## config.mk

```make
export PLATFORM = sky130hd
export DESIGN_NAME = mem_arbiter_flat
export DESIGN_NICKNAME = d
export VERILOG_FILES = /design/src/rtl/mem_arbiter_if.sv /design/src/rtl/mem_arbiter.sv /design/src/flat_wrapper.sv
export SDC_FILE = /design/constraint.sdc
export NUM_CORES = 1
export LEC_CHECK = 0
export CAP_MARGIN = 20
export CORE_AREA = 2 2 84 86
export CTS_CLUSTER_SIZE = 20
export DETAILED_ROUTE_END_ITERATION = 10
export DIE_AREA = 0 0 86 88
export GPL_TIMING_DRIVEN = 0
export MAX_ROUTING_LAYER = met4
export PLACE_DENSITY = 0.86
export SKIP_CTS_REPAIR_TIMING = 1
export SYNTH_ARGS = -nofsm -noshare
export SYNTH_HDL_FRONTEND = slang
export SYNTH_SLANG_ARGS = --single-unit
```

## constraint.sdc

```tcl
create_clock -name clk -period 1.9 [get_ports clk]
set_input_delay 0.38 -clock clk [delete_from_list [all_inputs] [get_ports clk]]
set_output_delay 0.38 -clock clk [all_outputs]
set_load 0.02 [all_outputs]
```

## src/rtl/mem_arbiter_if.sv

```systemverilog
// Purpose: groups the VGA fetch, CPU load/store and BRAM signals of the data-memory arbiter.
// Latency: none, this file only declares wires and modports.
// Backpressure: each requester holds its req until it sees ack; there is no BRAM stall.
interface mem_arbiter_if #(
  parameter int ADDR_W = 14,
  parameter int DATA_W = 32
);
  logic              vga_req;
  logic [ADDR_W-1:0] vga_addr;
  logic              vga_ack;
  logic              vga_rvalid;
  logic [DATA_W-1:0] vga_rdata;

  logic              cpu_req;
  logic              cpu_we;
  logic [3:0]        cpu_be;
  logic [ADDR_W-1:0] cpu_addr;
  logic [DATA_W-1:0] cpu_wdata;
  logic              cpu_ack;
  logic              cpu_rvalid;
  logic [DATA_W-1:0] cpu_rdata;

  logic              mem_en;
  logic [3:0]        mem_we;
  logic [ADDR_W-1:0] mem_addr;
  logic [DATA_W-1:0] mem_wdata;
  logic [DATA_W-1:0] mem_rdata;

  // Arbiter side: takes requests and BRAM read data, drives acks, read returns and the BRAM port.
  modport slave (
    input  vga_req, vga_addr,
    input  cpu_req, cpu_we, cpu_be, cpu_addr, cpu_wdata,
    input  mem_rdata,
    output vga_ack, vga_rvalid, vga_rdata,
    output cpu_ack, cpu_rvalid, cpu_rdata,
    output mem_en, mem_we, mem_addr, mem_wdata
  );

  // Environment side: the requesters and the BRAM.
  modport master (
    output vga_req, vga_addr,
    output cpu_req, cpu_we, cpu_be, cpu_addr, cpu_wdata,
    output mem_rdata,
    input  vga_ack, vga_rvalid, vga_rdata,
    input  cpu_ack, cpu_rvalid, cpu_rdata,
    input  mem_en, mem_we, mem_addr, mem_wdata
  );
endinterface

```

## src/rtl/mem_arbiter.sv

```systemverilog
// Purpose: shares one single-port BRAM between VGA (default priority) and the CPU, with a starvation guard.
// Latency: ack is combinational in the request cycle; read data and rvalid follow one cycle after the grant.
// Backpressure: the loser simply sees no ack and holds its req; the CPU is forced through after MAX_DEFER losses.
module mem_arbiter #(
  parameter int ADDR_W    = 14,
  parameter int DATA_W    = 32,
  parameter int MAX_DEFER = 4
) (
  input logic          clk,
  input logic          rst,
  mem_arbiter_if.slave bus
);

  localparam logic [3:0] DEFER_MAX = 4'(MAX_DEFER);

  // Which requester, if any, owns the read data coming back from the BRAM next cycle.
  typedef enum logic [1:0] {
    TAG_NONE = 2'd0,
    TAG_VGA  = 2'd1,
    TAG_CPU  = 2'd2
  } tag_e;

  tag_e              rd_tag, rd_tag_nxt;
  logic [3:0]        defer_cnt, defer_cnt_nxt;
  logic              grant_vga, grant_cpu;
  logic [ADDR_W-1:0] grant_addr;
  logic [DATA_W-1:0] rdata;

  // Register the read-return tag and the count of consecutive CPU losses.
  always_ff @(posedge clk or negedge rst) begin
    if (!rst) begin
      rd_tag    <= TAG_NONE;
      defer_cnt <= 4'd0;
    end else begin
      rd_tag    <= rd_tag_nxt;
      defer_cnt <= defer_cnt_nxt;
    end
  end

  // Pick at most one winner per cycle, drive the BRAM port and work out the next tag and defer count.
  always_comb begin
    grant_vga     = 1'b0;
    grant_cpu     = 1'b0;
    grant_addr    = bus.vga_addr;
    rd_tag_nxt    = TAG_NONE;
    defer_cnt_nxt = defer_cnt;

    // VGA wins any contest unless the CPU has already lost DEFER_MAX times in a row.
    grant_vga = bus.vga_req && !(bus.cpu_req && (defer_cnt == DEFER_MAX));
    grant_cpu = bus.cpu_req && !grant_vga;

    if (grant_cpu) begin
      grant_addr = bus.cpu_addr;
    end

    if (grant_vga) begin
      rd_tag_nxt = TAG_VGA;
    end else if (grant_cpu && !bus.cpu_we) begin
      rd_tag_nxt = TAG_CPU;
    end

    // Only a CPU that is actually waiting accumulates losses; a grant or a dropped req starts over.
    if (!bus.cpu_req || grant_cpu) begin
      defer_cnt_nxt = 4'd0;
    end else if (defer_cnt < DEFER_MAX) begin
      defer_cnt_nxt = defer_cnt + 4'd1;
    end
  end

  assign rdata = bus.mem_rdata;

  assign bus.vga_ack   = grant_vga;
  assign bus.cpu_ack   = grant_cpu;
  assign bus.mem_en    = grant_vga || grant_cpu;
  assign bus.mem_we    = (grant_cpu && bus.cpu_we) ? bus.cpu_be : 4'b0000;
  assign bus.mem_addr  = grant_addr;
  assign bus.mem_wdata = bus.cpu_wdata;

  // Both requesters see the raw BRAM output; only the tagged owner gets a strobe.
  assign bus.vga_rvalid = (rd_tag == TAG_VGA);
  assign bus.cpu_rvalid = (rd_tag == TAG_CPU);
  assign bus.vga_rdata  = rdata;
  assign bus.cpu_rdata  = rdata;

endmodule

```

## src/flat_wrapper.sv

```systemverilog
// flat-port wrapper written by rule: the top's interface ports become plain ports
module mem_arbiter_flat 
#(
  parameter int ADDR_W    = 14,
  parameter int DATA_W    = 32,
  parameter int MAX_DEFER = 4
)
  (clk, rst, bus_vga_req, bus_vga_addr, bus_cpu_req, bus_cpu_we, bus_cpu_be, bus_cpu_addr, bus_cpu_wdata, bus_mem_rdata, bus_vga_ack, bus_vga_rvalid, bus_vga_rdata, bus_cpu_ack, bus_cpu_rvalid, bus_cpu_rdata, bus_mem_en, bus_mem_we, bus_mem_addr, bus_mem_wdata);
  mem_arbiter_if #(.ADDR_W(ADDR_W), .DATA_W(DATA_W)) bus_i ();
  input logic clk;
  input logic rst;
  input wire logic [$bits(bus_i.vga_req)-1:0] bus_vga_req;
  input wire logic [$bits(bus_i.vga_addr)-1:0] bus_vga_addr;
  input wire logic [$bits(bus_i.cpu_req)-1:0] bus_cpu_req;
  input wire logic [$bits(bus_i.cpu_we)-1:0] bus_cpu_we;
  input wire logic [$bits(bus_i.cpu_be)-1:0] bus_cpu_be;
  input wire logic [$bits(bus_i.cpu_addr)-1:0] bus_cpu_addr;
  input wire logic [$bits(bus_i.cpu_wdata)-1:0] bus_cpu_wdata;
  input wire logic [$bits(bus_i.mem_rdata)-1:0] bus_mem_rdata;
  output wire logic [$bits(bus_i.vga_ack)-1:0] bus_vga_ack;
  output wire logic [$bits(bus_i.vga_rvalid)-1:0] bus_vga_rvalid;
  output wire logic [$bits(bus_i.vga_rdata)-1:0] bus_vga_rdata;
  output wire logic [$bits(bus_i.cpu_ack)-1:0] bus_cpu_ack;
  output wire logic [$bits(bus_i.cpu_rvalid)-1:0] bus_cpu_rvalid;
  output wire logic [$bits(bus_i.cpu_rdata)-1:0] bus_cpu_rdata;
  output wire logic [$bits(bus_i.mem_en)-1:0] bus_mem_en;
  output wire logic [$bits(bus_i.mem_we)-1:0] bus_mem_we;
  output wire logic [$bits(bus_i.mem_addr)-1:0] bus_mem_addr;
  output wire logic [$bits(bus_i.mem_wdata)-1:0] bus_mem_wdata;
  assign bus_i.vga_req = bus_vga_req;
  assign bus_i.vga_addr = bus_vga_addr;
  assign bus_i.cpu_req = bus_cpu_req;
  assign bus_i.cpu_we = bus_cpu_we;
  assign bus_i.cpu_be = bus_cpu_be;
  assign bus_i.cpu_addr = bus_cpu_addr;
  assign bus_i.cpu_wdata = bus_cpu_wdata;
  assign bus_i.mem_rdata = bus_mem_rdata;
  assign bus_vga_ack = bus_i.vga_ack;
  assign bus_vga_rvalid = bus_i.vga_rvalid;
  assign bus_vga_rdata = bus_i.vga_rdata;
  assign bus_cpu_ack = bus_i.cpu_ack;
  assign bus_cpu_rvalid = bus_i.cpu_rvalid;
  assign bus_cpu_rdata = bus_i.cpu_rdata;
  assign bus_mem_en = bus_i.mem_en;
  assign bus_mem_we = bus_i.mem_we;
  assign bus_mem_addr = bus_i.mem_addr;
  assign bus_mem_wdata = bus_i.mem_wdata;
  mem_arbiter #(.ADDR_W(ADDR_W), .DATA_W(DATA_W), .MAX_DEFER(MAX_DEFER)) u_core (.clk(clk), .rst(rst), .bus(bus_i));
endmodule
```

==> results.sh <==
export IMPL_status="complete, but fails checks"
export IMPL_violations="negative setup slack"
export IMPL_crit_type="register to primary output"
export IMPL_hold_ws_ns=0.405
export IMPL_placed_cells=383
export IMPL_synth_seq_area_share=0.117
export IMPL_p_per_area_nw_per_um2=361
export IMPL_max_freq_mhz=464
export IMPL_overflow=0
export IMPL_wl_per_cell_um=12.3
export IMPL_root_buffer="clkbuf_8"
export IMPL_clkLatencyLatePin_ns=0.22
export IMPL_setup_viol=19
export IMPL_tritoncts="yes"
export IMPL_htreeDepth=1
export IMPL_antenna_found_initial=0
export IMPL_synth_warning_count=0
export IMPL_hold_viol=0
export IMPL_num_fill_cells=619
export IMPL_finalClockSkew_ns=0.000706
export IMPL_ios=220
export IMPL_fin_crit_sh=1.13
export IMPL_die_y_um=88
export IMPL_rsz0062_at_grt="yes"
export IMPL_crit_path_frequent_cell="buf_6"
export IMPL_drive_gt1_frac=0.476
export IMPL_drv_cap=0
export IMPL_final_cells=391
export IMPL_cp_max_fo=5
export IMPL_relSlewSlack=0.810
export IMPL_finalNetCount=416
export IMPL_die_w_um=86
export IMPL_diodes=0
export IMPL_syn_instance_count=148
export IMPL_grt_max_degree=11
export IMPL_drt_iter0_markers=33
export IMPL_ys_top_cells_by_area="buf_4, mux2_4, dfrtp_1"
export IMPL_vias=1469
export IMPL_preCtsSetupSlack_ns=-0.813
export IMPL_syn_num_nets=251
export IMPL_critical_path_max_stage_delay_ns=0.40
export IMPL_grt_usage=0.110
export IMPL_total_power_uw=1110
export IMPL_worst_path_buf_inv=3
export IMPL_setup_ws_ns=-0.255
export IMPL_regArea_um2=150
export IMPL_synth_area_um2=1280
export IMPL_area_delta_synth_final_pct=139
export IMPL_core_um2=6640
export IMPL_grt_pass1_vias=1470
export IMPL_path_cells="inv_2, ha_4, nand4b_1, o21ai_4, buf_6, mux2_4, buf_6"
export IMPL_clk_pin_slew_ns=0.04
export IMPL_port_buffers=155
export IMPL_clockBufferDepth=2
export IMPL_cp_end_kind="primary output"
export IMPL_wirelength_um=4820
export IMPL_hold_class="primary input to asynchronous set/reset pin"
export IMPL_globalplace_congestion=0.852
export IMPL_cts_sinks=6
export IMPL_first_pass_iters=4
export IMPL_multi_input_area_um2=399
export IMPL_dp_hpwl_um=4370
export IMPL_ir_worst_vdd_mv=0.147
export IMPL_required_ns=1.52
export IMPL_ys_types=17
export IMPL_cellLeakagePower_uw=0.00146
export IMPL_numCtsBuffers=3
export IMPL_cp_slowest_cell="dfrtp_1"
export IMPL_drc=0
export IMPL_rows=30
export IMPL_synth_top_area_frac=0.563
export IMPL_dieArea_um2=7570
export IMPL_grt_pass1_wl_um=6340
export IMPL_critPathTopFamily="flip-flops"
export IMPL_ys_ff_latch=6
export IMPL_synth_top_cell_by_area="buf_4"
export IMPL_critPathLaunchType="register"
export IMPL_slew_violations=0
export IMPL_via_per_inst=3.76
export IMPL_tightest_slew_ns=0.284
export IMPL_final_min_clock_period_ns=2.16
export IMPL_avgSynthCellArea_um2=8.66
export IMPL_arrival_ns=1.78
export IMPL_start_util=0.193
export IMPL_postRouteAntennaNets=0
==> state kept, by name, summed over array words and instances (netlist names) <==
name,flops
u_core.rd_tag,2
u_core.defer_cnt,4
==> cell type report <==
class / instances / share of cell area
clock buffer: 3 / 0.0135
timing repair buffer: 160 / 0.526
tap: 80 / 0.0327
inverter: 4 / 0.00491
multi-input combinational: 40 / 0.131
buffer: 98 / 0.243
sequential: 6 / 0.0491
==> routing by layer <==
metal	GRT usage	wire [um]	vias up
met2	0.234	2990	107
met5	-	0	-
met1	0.0899	1290	659
met3	0.0236	488	4
met4	0.0433	57	0
li1	-	-	699
==> cell usage in the layout (no fill, tap or decap) <==
cell,count
clkdlybuf4s50_1,133
and3_1,3
nand2_1,4
o21ai_0,3
dfrtp_1,6
or2_2,1
a21oi_1,3
clkbuf_8,3
buf_6,20
inv_1,2
ha_1,1
nand4b_1,1
and2_4,1
and3_4,1
mux2_4,14
nor2b_1,4
o21ai_4,1
inv_2,2
ha_4,1
and3_2,1
buf_4,102
nor2_1,1
buf_2,1
dlymetal6s2s_1,2
==> cells in the mapped netlist (all sizes together) <==
cell type and n:
or2 1, inv 4, mux2 14, nor2b 4, ha 2, o21ai 4, buf 98, nand4b 1
dfrtp 6, nand2 4, and2 1, a21oi 3, and3 5, nor2 1
==> kinds of logic after synthesis <==
kind of cell | count (synthesis) | synth area share
buffers and inverters | 102 | 0.592
AND/OR/NAND/NOR | 17 | 0.0771
multiplexers | 14 | 0.164
AO/OA/AOI/OAI | 7 | 0.0303
flip-flops | 6 | 0.117
adder cells (fa/ha/maj) | 2 | 0.0195
==> report_power, final <==
group / internal, uW / switching (uW) / total (uW)
clock network: 136 / 55.8 / 192
registers: 132 / 2.71 / 135
logic: 471 / 307 / 778
total: 740 / 365 / 1110
==> metrics by stage <==
| stage | TNS [ns] | util | area [um^2] |
|---|---|---|---|
| after global routing | -6.00 | 0.460 | 3060 |
| after global placement | -14.73 | 0.441 | 2930 |
| after floorplan | 0 | - | 1280 |
| after CTS | -14.55 | 0.448 | 2970 |
| after detailed placement | -14.42 | 0.441 | 2930 |
| final | -4.11 | 0.460 | 3060 |
==> worst paths after layout <==
path                                       endpoint  cells after the start                start  slack (ns)
worst max-delay path                bus_mem_addr[9]                      7  u_core.defer_cnt[0]       -0.26
worst min-delay path            u_core.defer_cnt[0]                      1                  rst        0.40
worst max register to register     u_core.rd_tag[1]                      7  u_core.defer_cnt[0]        0.50
worst min register to register  u_core.defer_cnt[2]                      2  u_core.defer_cnt[2]        0.59
max in group asynchronous       u_core.defer_cnt[1]                      1                  rst        1.28
min in group clk                u_core.defer_cnt[3]                      2          bus_cpu_req        0.53
No activity file was read; power rests on OpenSTA's default activity.
